`config.mk`:
```
export PLATFORM = sky130hd
export DESIGN_NAME = mem_responder
export DESIGN_NICKNAME = d
export VERILOG_FILES = /design/src/rtl/mem_responder.sv
export SDC_FILE = /design/constraint.sdc
export NUM_CORES = 2
export LEC_CHECK = 0
export BUFFER_PORTS_ARGS = -buffer_cell sky130_fd_sc_hd__buf_2
export CAP_MARGIN = 15
export CELL_PAD_IN_SITES_DETAIL_PLACEMENT = 0
export CELL_PAD_IN_SITES_GLOBAL_PLACEMENT = 1
export CORE_MARGIN = 3
export CORE_UTILIZATION = 45
export DETAILED_ROUTE_END_ITERATION = 10
export PLACE_DENSITY_LB_ADDON = 0.1
export SYNTH_ARGS = -nofsm -noshare
export SYNTH_HDL_FRONTEND = slang
export SYNTH_SLANG_ARGS = --single-unit
```
`constraint.sdc`:
```
create_clock -name clk -period 4.5 [get_ports clk]
set_input_delay 0.45 -clock clk [delete_from_list [all_inputs] [get_ports clk]]
set_output_delay 0.45 -clock clk [all_outputs]
set_load 0.02 [all_outputs]
```
`src/rtl/mem_responder.sv`:
```
// Memory-side bus responder: loadable program ROM plus data RAM, with one latched
// address per space, auto-increment on data phases, and sticky fault flags.
module mem_responder #(
  parameter int unsigned DATA_BITS = 8,
  parameter int unsigned ROM_WORDS = 256,
  parameter int unsigned RAM_WORDS = 16
) (
  input  logic                 clk,
  input  logic                 reset,
  input  logic [DATA_BITS-1:0] bus_in,
  input  logic                 rom_ram,
  input  logic                 addr_data,
  output logic [DATA_BITS-1:0] data_out,
  input  logic                 prog_we,
  input  logic [7:0]           prog_addr,
  input  logic [DATA_BITS-1:0] prog_data,
  output logic [7:0]           rom_addr_q,
  output logic [7:0]           ram_addr_q,
  output logic                 rom_wr_fault,
  output logic                 ram_range_fault
);

  localparam int unsigned ROM_AW = (ROM_WORDS > 1) ? $clog2(ROM_WORDS) : 1;
  localparam int unsigned RAM_AW = (RAM_WORDS > 1) ? $clog2(RAM_WORDS) : 1;
  localparam logic [8:0]  ROM_LIM = 9'(ROM_WORDS);
  localparam logic [8:0]  RAM_LIM = 9'(RAM_WORDS);

  logic [DATA_BITS-1:0] rom [ROM_WORDS];
  logic [DATA_BITS-1:0] ram [RAM_WORDS];

  logic [7:0]           bus_addr;
  logic [7:0]           rom_rd_addr;
  logic                 rom_rd_ok;
  logic                 ram_rd_ok;
  logic                 ram_wr_ok;
  logic [DATA_BITS-1:0] rom_rd;
  logic [DATA_BITS-1:0] ram_rd;

  // ROM data phases stream from the incremented address, so the read port
  // looks ahead instead of using the latched address directly.
  always_comb begin
    bus_addr    = 8'(bus_in);
    rom_rd_addr = addr_data ? (rom_addr_q + 8'd1) : bus_addr;
    rom_rd_ok   = ({1'b0, rom_rd_addr} < ROM_LIM);
    ram_rd_ok   = ({1'b0, bus_addr} < RAM_LIM);
    ram_wr_ok   = ({1'b0, ram_addr_q} < RAM_LIM);
    rom_rd      = rom_rd_ok ? rom[rom_rd_addr[ROM_AW-1:0]] : '0;
    ram_rd      = ram_rd_ok ? ram[bus_addr[RAM_AW-1:0]] : '0;
  end

  // Program load is independent of reset; reads see pre-edge contents.
  always_ff @(posedge clk) begin
    if (prog_we && ({1'b0, prog_addr} < ROM_LIM))
      rom[prog_addr[ROM_AW-1:0]] <= prog_data;
  end

  always_ff @(posedge clk) begin
    if (!reset && addr_data && rom_ram && ram_wr_ok)
      ram[ram_addr_q[RAM_AW-1:0]] <= bus_in;
  end

  always_ff @(posedge clk) begin
    if (reset) begin
      data_out        <= '0;
      rom_addr_q      <= '0;
      ram_addr_q      <= '0;
      rom_wr_fault    <= 1'b0;
      ram_range_fault <= 1'b0;
    end else if (!addr_data) begin
      if (rom_ram) begin
        ram_addr_q <= bus_addr;
        data_out   <= ram_rd;
        if (!ram_rd_ok) ram_range_fault <= 1'b1;
      end else begin
        rom_addr_q <= bus_addr;
        data_out   <= rom_rd;
      end
    end else begin
      if (rom_ram) begin
        ram_addr_q <= ram_addr_q + 8'd1;
        data_out   <= bus_in;
        if (!ram_wr_ok) ram_range_fault <= 1'b1;
      end else begin
        rom_addr_q   <= rom_rd_addr;
        data_out     <= rom_rd;
        rom_wr_fault <= 1'b1;
      end
    end
  end

endmodule

```
## Word level (Yosys, flattened, before mapping)

Memory sizes are Yosys's and may differ from the RTL's.
Cells that the tools add are included.

- Add/subtract/negate cells: 2
- Multiply operators: 0
- Divide/modulo/power cells: 0
- $lt $le $gt $ge: 2
- Equality and inequality tests: 2
- Shift-type cells: 0
- Muxes and demuxes: 20
- Bitwise gates (word level): 1
- Reductions and logical operators: 6

Operator list:

| operator | number |
|---|---|
| 2-to-1 mux 8 bit | 11 |
| adder 8 x 1 -> 8 bit, second input constant | 2 |
| < comparator 8 x 5 -> 1 bit, second input constant | 2 |
| 2-to-1 mux 1 bit | 9 |
| != test 2 bit, second input constant | 2 |
| logical AND 1 bit | 3 |
| AND reduction 3 bit | 1 |
| AND reduction 2 bit | 1 |
| logical NOT 1 bit | 1 |
| NOT 1 bit | 1 |

- Bits in registers: 26
- Latch bits: 0
- Bits in writable memories: 2,176
- Memory bits (read-only): 0
- Word-level logic and storage cells: 40
- Memories kept: 2

Memory list:

| name | words | bits a word | read ports | clocked after memory_dff | write ports | line | source |
|---|---|---|---|---|---|---|---|
| rom | 256 | 8 | 1 | 0 | 1 | 28 | `logic [DATA_BITS-1:0] rom [ROM_WORDS];` |
| ram | 16 | 8 | 1 | 0 | 1 | 29 | `logic [DATA_BITS-1:0] ram [RAM_WORDS];` |

## Logic depth before layout (Yosys ltp)

- Depth in word-level cells: 6
- Gate-level depth with buffers: 17
- Mapped depth without buffers: 10

## Worst setup path before layout

OpenSTA, ideal clock, no wires.

- Path kind: register to register
- Start: reg rom_addr_q[0]
- End: reg data_out[5]
- Data arrival time: 2,932 ps
- Setup slack: 1,452 ps
- Stages on the path, launching flop included: 10
- Cells stage by stage: dfxtp_1 -> ha_1 -> mux2_2 -> buf_2 -> mux4_2 -> a2111oi_0 -> nor3_1 -> or4_1 -> a41o_1 -> a41o_1

- Cells in the longest elaborated chain, start to end: 5
- Elaborated cells between the ends (all ways): 6
- Classes of those cells: 1 x add/sub; 4 x mux; 1 x memory

Ends and longest elaborated chain:

| what | line | source |
|---|---|---|
| start: declaration | 17 | `output logic [7:0] rom_addr_q,` |
| start signal: assignment | 75 | `rom_addr_q <= bus_addr;` |
| start signal: assignment | 84 | `rom_addr_q <= rom_rd_addr;` |
| adder 8 x 1 -> 8 bit (*) | 43 | `rom_rd_addr = addr_data ? (rom_addr_q + 8'd1) : bus_addr;` |
| 2-to-1 mux 8 bit (*) | 43 |  |
| memory read (256 x 8 bit) (*) | -- |  |
| 2-to-1 mux 8 bit (on tied branches) | 70, 79 |  |
| 2-to-1 mux 8 bit (*) | 69 | `end else if (!addr_data) begin` |
| end signal: assignment | 72 | `data_out <= ram_rd;` |
| end signal: assignment | 76 | `data_out <= rom_rd;` |
| end signal: assignment | 81 | `data_out <= bus_in;` |
| end: declaration | 13 | `output logic [DATA_BITS-1:0] data_out,` |

Every way passes the cells marked *; elsewhere a longest branch is shown, timed or not.
A chain may end at the register's enable or synchronous reset.

## Worst setup path in the final report

- Start: reg rom_addr_q[1]
- End: reg data_out[0]

Same word-level chain as after synthesis.

==> summary.txt <==
Outcome: finished clean
Final period util: 97.8%
Clock buffers created by TritonCTS: 228
Area leader, netlist: edfxtp_1
Post-CTS Setup Inserts: 0
Remaining antenna violation count after routing: 0
Final Net Count: 6373
Core ar.: 0.193 sq mm
Post-cts gate resize count: 0
Crit-path cells: ha_1 > xor2_1 > o21ai_4 > buf_12 > nor2_4 > buf_12 > nand3_1 > a41oi_1 > nand4_1 > o211ai_1 > o221ai_1
Die X: 448 um
Largest net degree at the start of global routing: 161
Die area: 0.201 sq mm
Hold Buf Count CTS: 2
Final Max Slew Viols: 0
Most used DFF post-synth: edfxtp_1
Synth top area cells: edfxtp_1 (74%), nand2_1 (5.0%), mux4_2 (2.7%), mux2i_1 (2.3%), nand3_1 (1.9%)
Share of synthesized flip-flops with an asynchronous set or reset: 0%
Peak Freq: 0.227 GHz
Cell mode on critical path: buf_12
First-pass GRT wire length: 421000 um
Register area share after synthesis: 74.9%
Final-report hold violation count: 0
Syn_nets: 6014
CP required: 5.22 ns
Clk root buf: clkbuf_16
Vias in the first global route: 54000
Post-Route Skew: 0.0410 ns
Post-route insts no fill: 9053
Placer Congestion: 0.867
Via/cell ratio: 6.16
Tmin final: 4.40 ns
Yosys cell types: 68
Slowest-stage cell, CP: o211ai_1
Tot GR Track Use: 29.7%
# placed instances: 8633
Unrepaired setup endpoints after global routing: false
Initial Utilization: 45.5%
Crit-path max cell delay: 0.67 ns
VDD IR max: 0.347 mV
GR Layer Usage met2: 46.4%
Layout area overhead: 15.4%
Worst skew pair latency: 0.87 ns
DRC: 0
Pwr dens: 449 mW/mm^2
Max clock buf depth: 3
Worst-path clk slew: 0.06 ns
Cell row count: 161
Yosys reg bits: 2202
Filler instances: 16200
Share of cells above drive strength 1: 15.4%
Slew margin rel.: 12.4%
Initial antenna violation count: 15
Final HPWL DP: 186000 um
WL per Instance: 33.0 um
CTS tree: yes
Crit path kind: flop to flop
Leak: 33.9 nW
Mapped Avg Cell Area: 14.7 sq um
Startpoint Class: flop
Critical Path Sink Type: flop
CP bufs+invs: 2
CP top delay family: compound AO/OA/AOI/OAI gates
Post-synthesis cell area: 0.0879 sq mm
Die height: 448 um
Hold_ws: 0.104 ns
Vias post-DR: 55800
IO buf count: 54
Slew @ Worst Pin: 1.31 ns
Met1 GRT Util: 42.1%
Hold Crit Class: input port to flop
H-tree Lvls: 4
CP max FO: 20
Overflow after GRT: 0
Drt first pass iters: 5
# Max-Cap Violations: 0
I/O pins: 55
EDFF count, synth: 2176
Post-synth top area share: 74.3%
Global-route layer with the greatest usage: met2
Syn. warnings: 0
CP Data Arrival Time: 5.12 ns
Grt met3 use: 5.01%
Initial drt markers: 6835
Clock sinks: 2202
# setup viols final: 0
Mapped Cells: 5980
WL final: 299000 um
Most frequent cells after synthesis: edfxtp_1 (2176), nand2_1 (1161), nor2_1 (351)
Count leader, synth: edfxtp_1
[final cells by class]
type	count	area [sq um]	share of cell area (%)
antenna	5	12.5	0.0123
clock inverter	109	1000	0.987
multi-input combinational	3344	20200	19.9
clock buffer	304	6180	6.09
timing repair buffer	557	5020	4.95
inverter	6	22.5	0.0222
sequential	2202	65900	64.9
tap	2526	3160	3.12
[stage by stage]
step	TNS [ns]	area (sq um)	setup slack [ns]	total power, mW	util, %
6_report	0	101000	0.0992	45.6	52.5
5_1_grt	0	101000	0.00742	46.8	52.5
4_1_cts	0	101000	0.194	45.8	52.4
3_5_place_dp	0	94200	0.0183	27.6	48.7
3_3_place_gp	-0.349	94200	-0.349	27.6	48.7
2_1_floorplan	0	87900	1.45	25.2	-
[state kept, by name, summed over array words and instances (netlist names)]
| register | cells |
|---|---|
| rom_addr_q | 8 |
| ram_range_fault | 1 |
| rom | 2048 |
| ram | 128 |
| ram_addr_q | 8 |
| data_out | 8 |
| rom_wr_fault | 1 |
[path summary, 6_finish.rpt]
check	startpoint	to	slack, ns	cells after the start
worst max register to register	rom_addr_q[1]	data_out[0]	0.1	11
worst min-delay path	bus_in[5]	ram[1][5]	0.10	2
worst min register to register	rom_wr_fault	rom_wr_fault	0.47	2
worst max-delay path	rom_addr_q[1]	data_out[0]	0.1	11
[cell families (layout without fill, tap and decap cells)]
kind of cell	Yosys count	after routing	share of synthesized area, %
AO/OA/AOI/OAI	863	863	6.97
AND/OR/NAND/NOR	2156	2156	10.5
multiplexers	315	315	5.09
adder cells (fa/ha/maj)	5	5	0.0712
flip-flops	2202	2202	74.9
other	0	5	0
XOR/XNOR	5	5	0.0498
buffers and inverters	434	976	2.36
[cell usage in the layout, fill, tap and decap left out, types with 17 or more instances in the layout]
cell / netlist / routed
a21oi_1: 165 / 163
and3_1: 159 / 159
nor4_1: 20 / 20
a32oi_1: 70 / 70
nand2_1: 1161 / 1160
buf_2: 113 / 47
nand4_1: 42 / 42
mux2i_1: 200 / 199
a211oi_1: 147 / 147
nor3_1: 48 / 48
mux4_2: 105 / 105
a31oi_1: 107 / 106
nor2_1: 351 / 343
clkinv_1: 0 / 55
o22ai_1: 33 / 33
buf_12: 1 / 72
buf_4: 49 / 428
o221ai_1: 46 / 46
dfxtp_1: 26 / 26
clkbuf_8: 0 / 18
clkbuf_16: 0 / 232
nand3_1: 330 / 321
a22oi_1: 31 / 31
a311oi_1: 114 / 114
edfxtp_1: 2176 / 2176
a2111oi_0: 30 / 30
clkinv_2: 0 / 22
bufinv_16: 0 / 17
clkbuf_1: 215 / 62
o21ai_0: 64 / 62
[worst reg2reg max path, delay by kind of cell, from the launching register on]
kind                     cells  cell delay (ns)
buffers and inverters        2             0.53
AND/OR/NAND/NOR              3             1.03
XOR/XNOR                     1             0.44
AO/OA/AOI/OAI                4             1.55
adder cells (fa/ha/maj)      1             0.24
flip-flops                   1             0.47
[per-layer routing]
metal,share of wire (%),vias up,wire length [um]
li1,-,23800,-
met5,0.0077,-,23
met1,42,28900,125000
met4,4.0,4,12000
met3,8.0,510,23900
met2,46,2586,139000
[report_power, final]
| part | leakage (nW) | switching [mW] | total (mW) | internal (mW) |
|---|---|---|---|---|
| Sequential | 19.8 | 0.0618 | 22.7 | 22.6 |
| Combinational | 10.6 | 3.23 | 4.54 | 1.31 |
| Clock | 3.48 | 7.85 | 18.4 | 10.5 |
| Total | 33.9 | 11.1 | 45.6 | 34.4 |
No activity file was read; power rests on OpenSTA's default activity.
